## src/rtl/tron_pkg.sv

```systemverilog
// Shared Tron game types: phase encoding, winner codes and frame-rate default.
package tron_pkg;

    localparam int unsigned DEFAULT_FPS = 60;

    typedef enum logic [2:0] {
        GS_TITLE      = 3'd0,
        GS_COUNTDOWN  = 3'd1,
        GS_PLAY       = 3'd2,
        GS_ROUND_OVER = 3'd3,
        GS_GAME_OVER  = 3'd4
    } game_state_t;

    typedef enum logic [1:0] {
        WIN_NONE = 2'b00,
        WIN_BLUE = 2'b01,
        WIN_RED  = 2'b10,
        WIN_DRAW = 2'b11
    } winner_t;

    // Winner code from the raw win pulses; both set means a draw.
    function automatic winner_t winner_code(input logic red_w, input logic blue_w);
        return winner_t'({red_w, blue_w});
    endfunction

endpackage

```

## src/rtl/game_ctrl_if.sv

```systemverilog
// Sequencer bus: key/score inputs towards game_ctrl, phase outputs back out.
interface game_ctrl_if;
    import tron_pkg::*;

    logic        start_key;
    logic        reset_round;
    logic        Blue_W;
    logic        Red_W;
    game_state_t Game_State;
    logic        clear_arena;
    logic        bikes_enable;
    logic [1:0]  countdown;
    winner_t     winner;

    // The sequencer itself.
    modport master (
        input  start_key, reset_round, Blue_W, Red_W,
        output Game_State, clear_arena, bikes_enable, countdown, winner
    );

    // Keyboard decoder / score side.
    modport slave (
        output start_key, reset_round, Blue_W, Red_W,
        input  Game_State, clear_arena, bikes_enable, countdown, winner
    );

endinterface

```

## src/rtl/frame_tick_gen.sv

```systemverilog
// Brings an asynchronous strobe into the clock domain and emits one pulse per rising edge.
module frame_tick_gen (
    input  logic clk,
    input  logic rst,
    input  logic async_in,
    output logic tick
);

    logic sync1_q, sync1_d;
    logic sync2_q, sync2_d;
    logic prev_q,  prev_d;
    logic tick_q,  tick_d;

    // Two-flop synchronizer followed by a registered rising-edge detect.
    always_comb begin
        sync1_d = async_in;
        sync2_d = sync1_q;
        prev_d  = sync2_q;
        tick_d  = sync2_q & ~prev_q;
    end

    // State registers with synchronous reset.
    always_ff @(posedge clk) begin
        if (rst) begin
            sync1_q <= 1'b0;
            sync2_q <= 1'b0;
            prev_q  <= 1'b0;
            tick_q  <= 1'b0;
        end else begin
            sync1_q <= sync1_d;
            sync2_q <= sync2_d;
            prev_q  <= prev_d;
            tick_q  <= tick_d;
        end
    end

    assign tick = tick_q;

endmodule

```

## src/rtl/game_ctrl.sv

```systemverilog
// Tron game sequencer: title, countdown, play, round-over and game-over phases timed in frames.
module game_ctrl
    import tron_pkg::*;
#(
    parameter int unsigned FPS             = DEFAULT_FPS,
    parameter int unsigned COUNTDOWN_SECS  = 3,
    parameter int unsigned ROUND_OVER_SECS = 2
) (
    input  logic        Clk,
    input  logic        Reset,
    input  logic        frame_clk,
    game_ctrl_if.master bus
);

    localparam int unsigned MAX_SECS = (COUNTDOWN_SECS > ROUND_OVER_SECS) ? COUNTDOWN_SECS
                                                                           : ROUND_OVER_SECS;
    localparam int unsigned SEC_W    = $clog2(MAX_SECS + 1);
    localparam int unsigned FRAME_W  = (FPS > 1) ? $clog2(FPS) : 1;

    logic                frame_tick;
    logic                start_edge;
    logic                frame_last;
    logic                sec_wrap;
    logic                sec_expire;
    logic                any_win;

    game_state_t         state_q,     state_d;
    logic [FRAME_W-1:0]  frame_cnt_q, frame_cnt_d;
    logic [SEC_W-1:0]    sec_cnt_q,   sec_cnt_d;
    winner_t             winner_q,    winner_d;
    logic                start_prev_q, start_prev_d;
    logic                clear_q,     clear_d;
    logic                bikes_q,     bikes_d;
    logic [1:0]          countdown_q, countdown_d;

    frame_tick_gen u_frame_tick (
        .clk      (Clk),
        .rst      (Reset),
        .async_in (frame_clk),
        .tick     (frame_tick)
    );

    // Start key is already synchronous; only its rising edge matters.
    assign start_edge = bus.start_key & ~start_prev_q;
    assign frame_last = (frame_cnt_q == FRAME_W'(FPS - 1));
    assign sec_wrap   = frame_tick & frame_last;
    assign sec_expire = sec_wrap & (sec_cnt_q == SEC_W'(1));
    assign any_win    = bus.Blue_W | bus.Red_W;

    // Next-state, counter datapath and registered-output values.
    always_comb begin
        state_d      = state_q;
        frame_cnt_d  = frame_cnt_q;
        sec_cnt_d    = sec_cnt_q;
        winner_d     = winner_q;
        start_prev_d = bus.start_key;
        clear_d      = 1'b0;

        case (state_q)
            GS_TITLE: begin
                if (start_edge) begin
                    state_d     = GS_COUNTDOWN;
                    sec_cnt_d   = SEC_W'(COUNTDOWN_SECS);
                    frame_cnt_d = '0;
                    winner_d    = WIN_NONE;
                    clear_d     = 1'b1;
                end
            end

            GS_COUNTDOWN: begin
                if (frame_tick) begin
                    frame_cnt_d = frame_last ? '0 : frame_cnt_q + FRAME_W'(1);
                    if (sec_wrap) begin
                        sec_cnt_d = sec_cnt_q - SEC_W'(1);
                    end
                    if (sec_expire) begin
                        state_d = GS_PLAY;
                    end
                end
            end

            GS_PLAY: begin
                if (any_win) begin
                    state_d  = GS_GAME_OVER;
                    winner_d = winner_code(bus.Red_W, bus.Blue_W);
                end else if (bus.reset_round) begin
                    state_d     = GS_ROUND_OVER;
                    sec_cnt_d   = SEC_W'(ROUND_OVER_SECS);
                    frame_cnt_d = '0;
                end
            end

            GS_ROUND_OVER: begin
                // A late win from score beats the pause expiring.
                if (any_win) begin
                    state_d  = GS_GAME_OVER;
                    winner_d = winner_code(bus.Red_W, bus.Blue_W);
                end else if (frame_tick) begin
                    frame_cnt_d = frame_last ? '0 : frame_cnt_q + FRAME_W'(1);
                    if (sec_wrap) begin
                        sec_cnt_d = sec_cnt_q - SEC_W'(1);
                    end
                    if (sec_expire) begin
                        state_d     = GS_COUNTDOWN;
                        sec_cnt_d   = SEC_W'(COUNTDOWN_SECS);
                        frame_cnt_d = '0;
                        clear_d     = 1'b1;
                    end
                end
            end

            GS_GAME_OVER: begin
                if (start_edge) begin
                    state_d = GS_TITLE;
                end
            end

            default: begin
                state_d = GS_TITLE;
            end
        endcase

        bikes_d     = (state_d == GS_PLAY);
        countdown_d = (state_d == GS_COUNTDOWN) ? 2'(sec_cnt_d) : 2'd0;
    end

    // State, counters and outputs; reset aborts any phase.
    always_ff @(posedge Clk) begin
        if (Reset) begin
            state_q      <= GS_TITLE;
            frame_cnt_q  <= '0;
            sec_cnt_q    <= '0;
            winner_q     <= WIN_NONE;
            start_prev_q <= 1'b1;
            clear_q      <= 1'b0;
            bikes_q      <= 1'b0;
            countdown_q  <= 2'd0;
        end else begin
            state_q      <= state_d;
            frame_cnt_q  <= frame_cnt_d;
            sec_cnt_q    <= sec_cnt_d;
            winner_q     <= winner_d;
            start_prev_q <= start_prev_d;
            clear_q      <= clear_d;
            bikes_q      <= bikes_d;
            countdown_q  <= countdown_d;
        end
    end

    assign bus.Game_State   = state_q;
    assign bus.clear_arena  = clear_q;
    assign bus.bikes_enable = bikes_q;
    assign bus.countdown    = countdown_q;
    assign bus.winner       = winner_q;

endmodule

```

## src/flat_wrapper.sv

```systemverilog
// flat-port wrapper written by rule: the top's interface ports become plain ports
module game_ctrl_flat import tron_pkg::*;
#(
    parameter int unsigned FPS             = DEFAULT_FPS,
    parameter int unsigned COUNTDOWN_SECS  = 3,
    parameter int unsigned ROUND_OVER_SECS = 2
)
  (Clk, Reset, frame_clk, bus_start_key, bus_reset_round, bus_Blue_W, bus_Red_W, bus_Game_State, bus_clear_arena, bus_bikes_enable, bus_countdown, bus_winner);
  game_ctrl_if bus_i ();
  input  logic Clk;
  input  logic Reset;
  input  logic frame_clk;
  input wire logic [$bits(bus_i.start_key)-1:0] bus_start_key;
  input wire logic [$bits(bus_i.reset_round)-1:0] bus_reset_round;
  input wire logic [$bits(bus_i.Blue_W)-1:0] bus_Blue_W;
  input wire logic [$bits(bus_i.Red_W)-1:0] bus_Red_W;
  output wire logic [$bits(bus_i.Game_State)-1:0] bus_Game_State;
  output wire logic [$bits(bus_i.clear_arena)-1:0] bus_clear_arena;
  output wire logic [$bits(bus_i.bikes_enable)-1:0] bus_bikes_enable;
  output wire logic [$bits(bus_i.countdown)-1:0] bus_countdown;
  output wire logic [$bits(bus_i.winner)-1:0] bus_winner;
  assign bus_i.start_key = bus_start_key;
  assign bus_i.reset_round = bus_reset_round;
  assign bus_i.Blue_W = bus_Blue_W;
  assign bus_i.Red_W = bus_Red_W;
  assign bus_Game_State = bus_i.Game_State;
  assign bus_clear_arena = bus_i.clear_arena;
  assign bus_bikes_enable = bus_i.bikes_enable;
  assign bus_countdown = bus_i.countdown;
  assign bus_winner = bus_i.winner;
  game_ctrl #(.FPS(FPS), .COUNTDOWN_SECS(COUNTDOWN_SECS), .ROUND_OVER_SECS(ROUND_OVER_SECS)) u_core (.Clk(Clk), .Reset(Reset), .frame_clk(frame_clk), .bus(bus_i));
endmodule
```

## config.mk

```make
export PLATFORM = sky130hd
export DESIGN_NAME = game_ctrl_flat
export DESIGN_NICKNAME = d
export VERILOG_FILES = /design/src/rtl/tron_pkg.sv /design/src/rtl/game_ctrl_if.sv /design/src/rtl/frame_tick_gen.sv /design/src/rtl/game_ctrl.sv /design/src/flat_wrapper.sv
export SDC_FILE = /design/constraint.sdc
export NUM_CORES = 1
export LEC_CHECK = 0
export CORE_UTILIZATION = 48
export CTS_CLUSTER_SIZE = 24
export DETAILED_ROUTE_END_ITERATION = 7
export PLACE_DENSITY = 0.74
export SLEW_MARGIN = 25
export SYNTH_ARGS = -nofsm -noshare
export SYNTH_HDL_FRONTEND = slang
export SYNTH_SLANG_ARGS = --single-unit
```

## constraint.sdc

```tcl
create_clock -name Clk -period 1.84 [get_ports Clk]
set_clock_uncertainty 0.2 [all_clocks]
set_input_delay 0.552 -clock Clk [delete_from_list [all_inputs] [get_ports Clk]]
set_output_delay 0.552 -clock Clk [all_outputs]
set_load 0.005 [all_outputs]
```

==> impl_metrics.tcl <==
set metrics [dict create \
    finalSetupViolCount 6 \
    max_slew_margin 0.748 \
    routed_wl_um 4040 \
    worstMarginPinSlew_ns 0.379 \
    seqPwrFrac 0.468 \
    period_share 1.03 \
    yosys_warnings 0 \
    grtUsageTotal 0.313 \
    drv_slew 0 \
    outcome "finished with violations" \
    tns_ns -0.106 \
    antenna_found_initial 0 \
    fin_nets 215 \
    cp.arrival_ns 1.95 \
    syn_inst 139 \
    ctsLongestPathBuffers 2 \
    die_x_um 51.9 \
    crit_fanout 6 \
    port_buffers 15 \
    grt_pass1_wl_um 6150 \
    holdBufCountCts 0 \
    peakVddDrop_mv 0.620 \
    yosysTopAreaCellShare 0.369 \
    clockRootBuffer "clkbuf_4" \
    synth.most_common_cell "dfxtp_1" \
    synth_top_cell_by_area "dfxtp_1" \
    drive_gt1_frac 0.478 \
    postSynthAreaPerCell_um2 8.59 \
    fillers 123 \
    ff2ff_setup_slack_ns -0.05 \
    overflow 0 \
    max_freq_mhz 529 \
    drtPass1Iterations 4 \
    total_power_mw 1.05 \
    grtUsageMet1 0.363 \
    critPathKind "reg -> reg" \
    cp-end-kind "flip-flop" \
    synth_edf_count 0 \
    crit_path_start_kind "flip-flop" \
    hold_path_class "reg -> reg" \
    synthFlopType "dfxtp_1" \
    place_ws_ns -0.704 \
    path_clk_slew_ns 0.14 \
    netSwitchingFraction 0.244 \
    grt_util_met2 0.592 \
    start_util 0.524 \
    synth_common_cells "dfxtp_1, a21oi_1, nor2_1" \
    ys_seq_area_frac 0.369 \
    drc_errors 0 \
    maxCapViolations 0 \
    die_h_um 51.9 \
    wl_per_cell_um 17.3 \
    rsz0062_at_grt "true" \
    yosys-top-cells-area "dfxtp_1, a21oi_1, a31oi_1" \
    grt_pass1_vias 1325 \
    std_cell_rows 17 \
    ys_async_sr_fraction 0 \
    power.internal_uw 790 \
    p_per_area_nw_per_um2 547 \
    final_util 0.841 \
    dp.final_hpwl_um 2550 \
    synth_cell_types 43 \
    hold_violations 0 \
    grt_max_degree 14 \
    n_antenna_cell 0 \
    crit_required_ns 1.90 \
    gp_congestion 0.913 \
    clock_sinks 22 \
    first_iter_violations 67 \
    p_leak_nw 0.802 \
    violations "setup timing" \
    pwr-share-clk 0.370 \
    ant_nets 0 \
    gr-usage-met3 0.0351 \
    syn_area_um2 1190 \
    netSwitchingPower_uw 256 \
    fin_ws_ns -0.0506 \
    pwr-share-comb 0.162 \
    cts_tree "done" \
    busiest_layer "met2" \
    pin_count 16 \
    die_area_um2 2690 \
    ys_ff_latch 22 \
    core_area_um2 2280 \
    numCtsBuffers 3 \
    viasPerCell 6.06 \
    period_minus_slack_ns 1.89 \
    clkLatencyLatePin_ns 0.32 \
    syn-num-nets 148 \
    vias 1411 \
    h-tree-depth 1 \
    area_growth_pct 60.3 \
]
-- final timing paths --
path | start | end | cells past startpoint
hold / removal | u_core.u_frame_tick.prev_q | u_core.u_frame_tick.tick | 1
setup reg to reg | u_core.bus.Game_State[0] | u_core.frame_cnt_q[5] | 6
hold reg to reg | u_core.u_frame_tick.prev_q | u_core.u_frame_tick.tick | 1
setup / recovery | u_core.bus.Game_State[0] | u_core.frame_cnt_q[5] | 6
-- routing by layer --
| metal | part of all wire | wire, um |
|---|---|---|
| met4 | 0.028 | 114 |
| met2 | 0.51 | 2040 |
| met5 | 0 | 0 |
| met3 | 0.057 | 230 |
| met1 | 0.41 | 1650 |
-- power by group through the flow --
stage	Combinational (mW)	Clock, mW	Sequential (mW)
finish	0.170	0.387	0.490
global route	0.181	0.403	0.491
CTS	0.152	0.384	0.489
detailed placement	0.143	0	0.505
global placement	0.139	0	0.504
floorplan	0.0625	0	0.506
-- metrics by stage --
step	std cells	cell area, um2	hold slack, ns
2_1_floorplan	139	1230	0.167
3_3_place_gp	218	1680	0.172
3_5_place_dp	218	1680	0.193
4_1_cts	229	1840	0.211
5_1_grt	233	1910	0.228
6_report	233	1910	0.222
-- repair_timing --
action	4_1_cts	5_1_grt
gates resized for setup	43	15
setup endpoints to repair	22	10
buffers inserted	8	5
pin swaps	10	8
-- registers in the layout, indices dropped and copies added (netlist names), 2 cells and up --
register,flops
u_core.bus.winner,2
u_core.bus.countdown,2
u_core.sec_cnt_q,2
u_core.frame_cnt_q,6
u_core.bus.Game_State,3
-- critical path, cell delays in order, from the launching register on --
cell and delay [ns]:
dfxtp_4 0.38, buf_6 0.10, buf_6 0.10, nor2_2 0.04, a221o_1 0.41, or4_4 0.45, a21oi_2 0.15
-- final cells by class --
class                   instances  area, um2  share of cell area
multi-input cells             102        792               0.414
inverters                       7       26.3              0.0137
clock buffers                   3       22.5              0.0118
well taps                      28       35.0              0.0183
repair buffers                 70        549               0.287
flip-flops and latches         22        458               0.239
clock inverters                 1       30.0              0.0157
-- cells in the final DEF, fill, tap and decap left out, types with 2 or more instances in the layout --
cell type        Yosys  layout
buf_4                1      53
dfxtp_1             22      14
a21oi_1             11      10
dlygate4sd2_1        0      10
nand3_1              8       8
inv_1                7       7
a31oi_1              7       7
nand2_1              6       6
nor2_1               9       6
nor2b_1              6       6
dfxtp_2              0       5
o21ai_0              7       4
o31ai_2              0       4
nor2_2               0       3
clkbuf_4             0       3
buf_6                2       3
dfxtp_4              0       3
nand2b_1             2       2
and3_4               1       2
a41oi_1              2       2
a311o_1              2       2
a221o_1              2       2
a311oi_2             0       2
nor4b_2              1       2
nor3_1               2       2
o21ai_1              0       2
clkdlybuf4s50_1      0       2
buf_2                2       2
-- cells by family (layout without fill, tap and decap cells) --
kind of cell               count (synthesis)  after routing  synth area share
and+or+nand+nor                           51             51             0.257
AOI/OAI and AO/OA                         48             48             0.276
buffers and inverters                     15             81            0.0650
adders and majority gates                  2              2            0.0210
muxes                                      1              1            0.0126
DFF                                       22             22             0.369
Power figures use the tool's default switching activity.
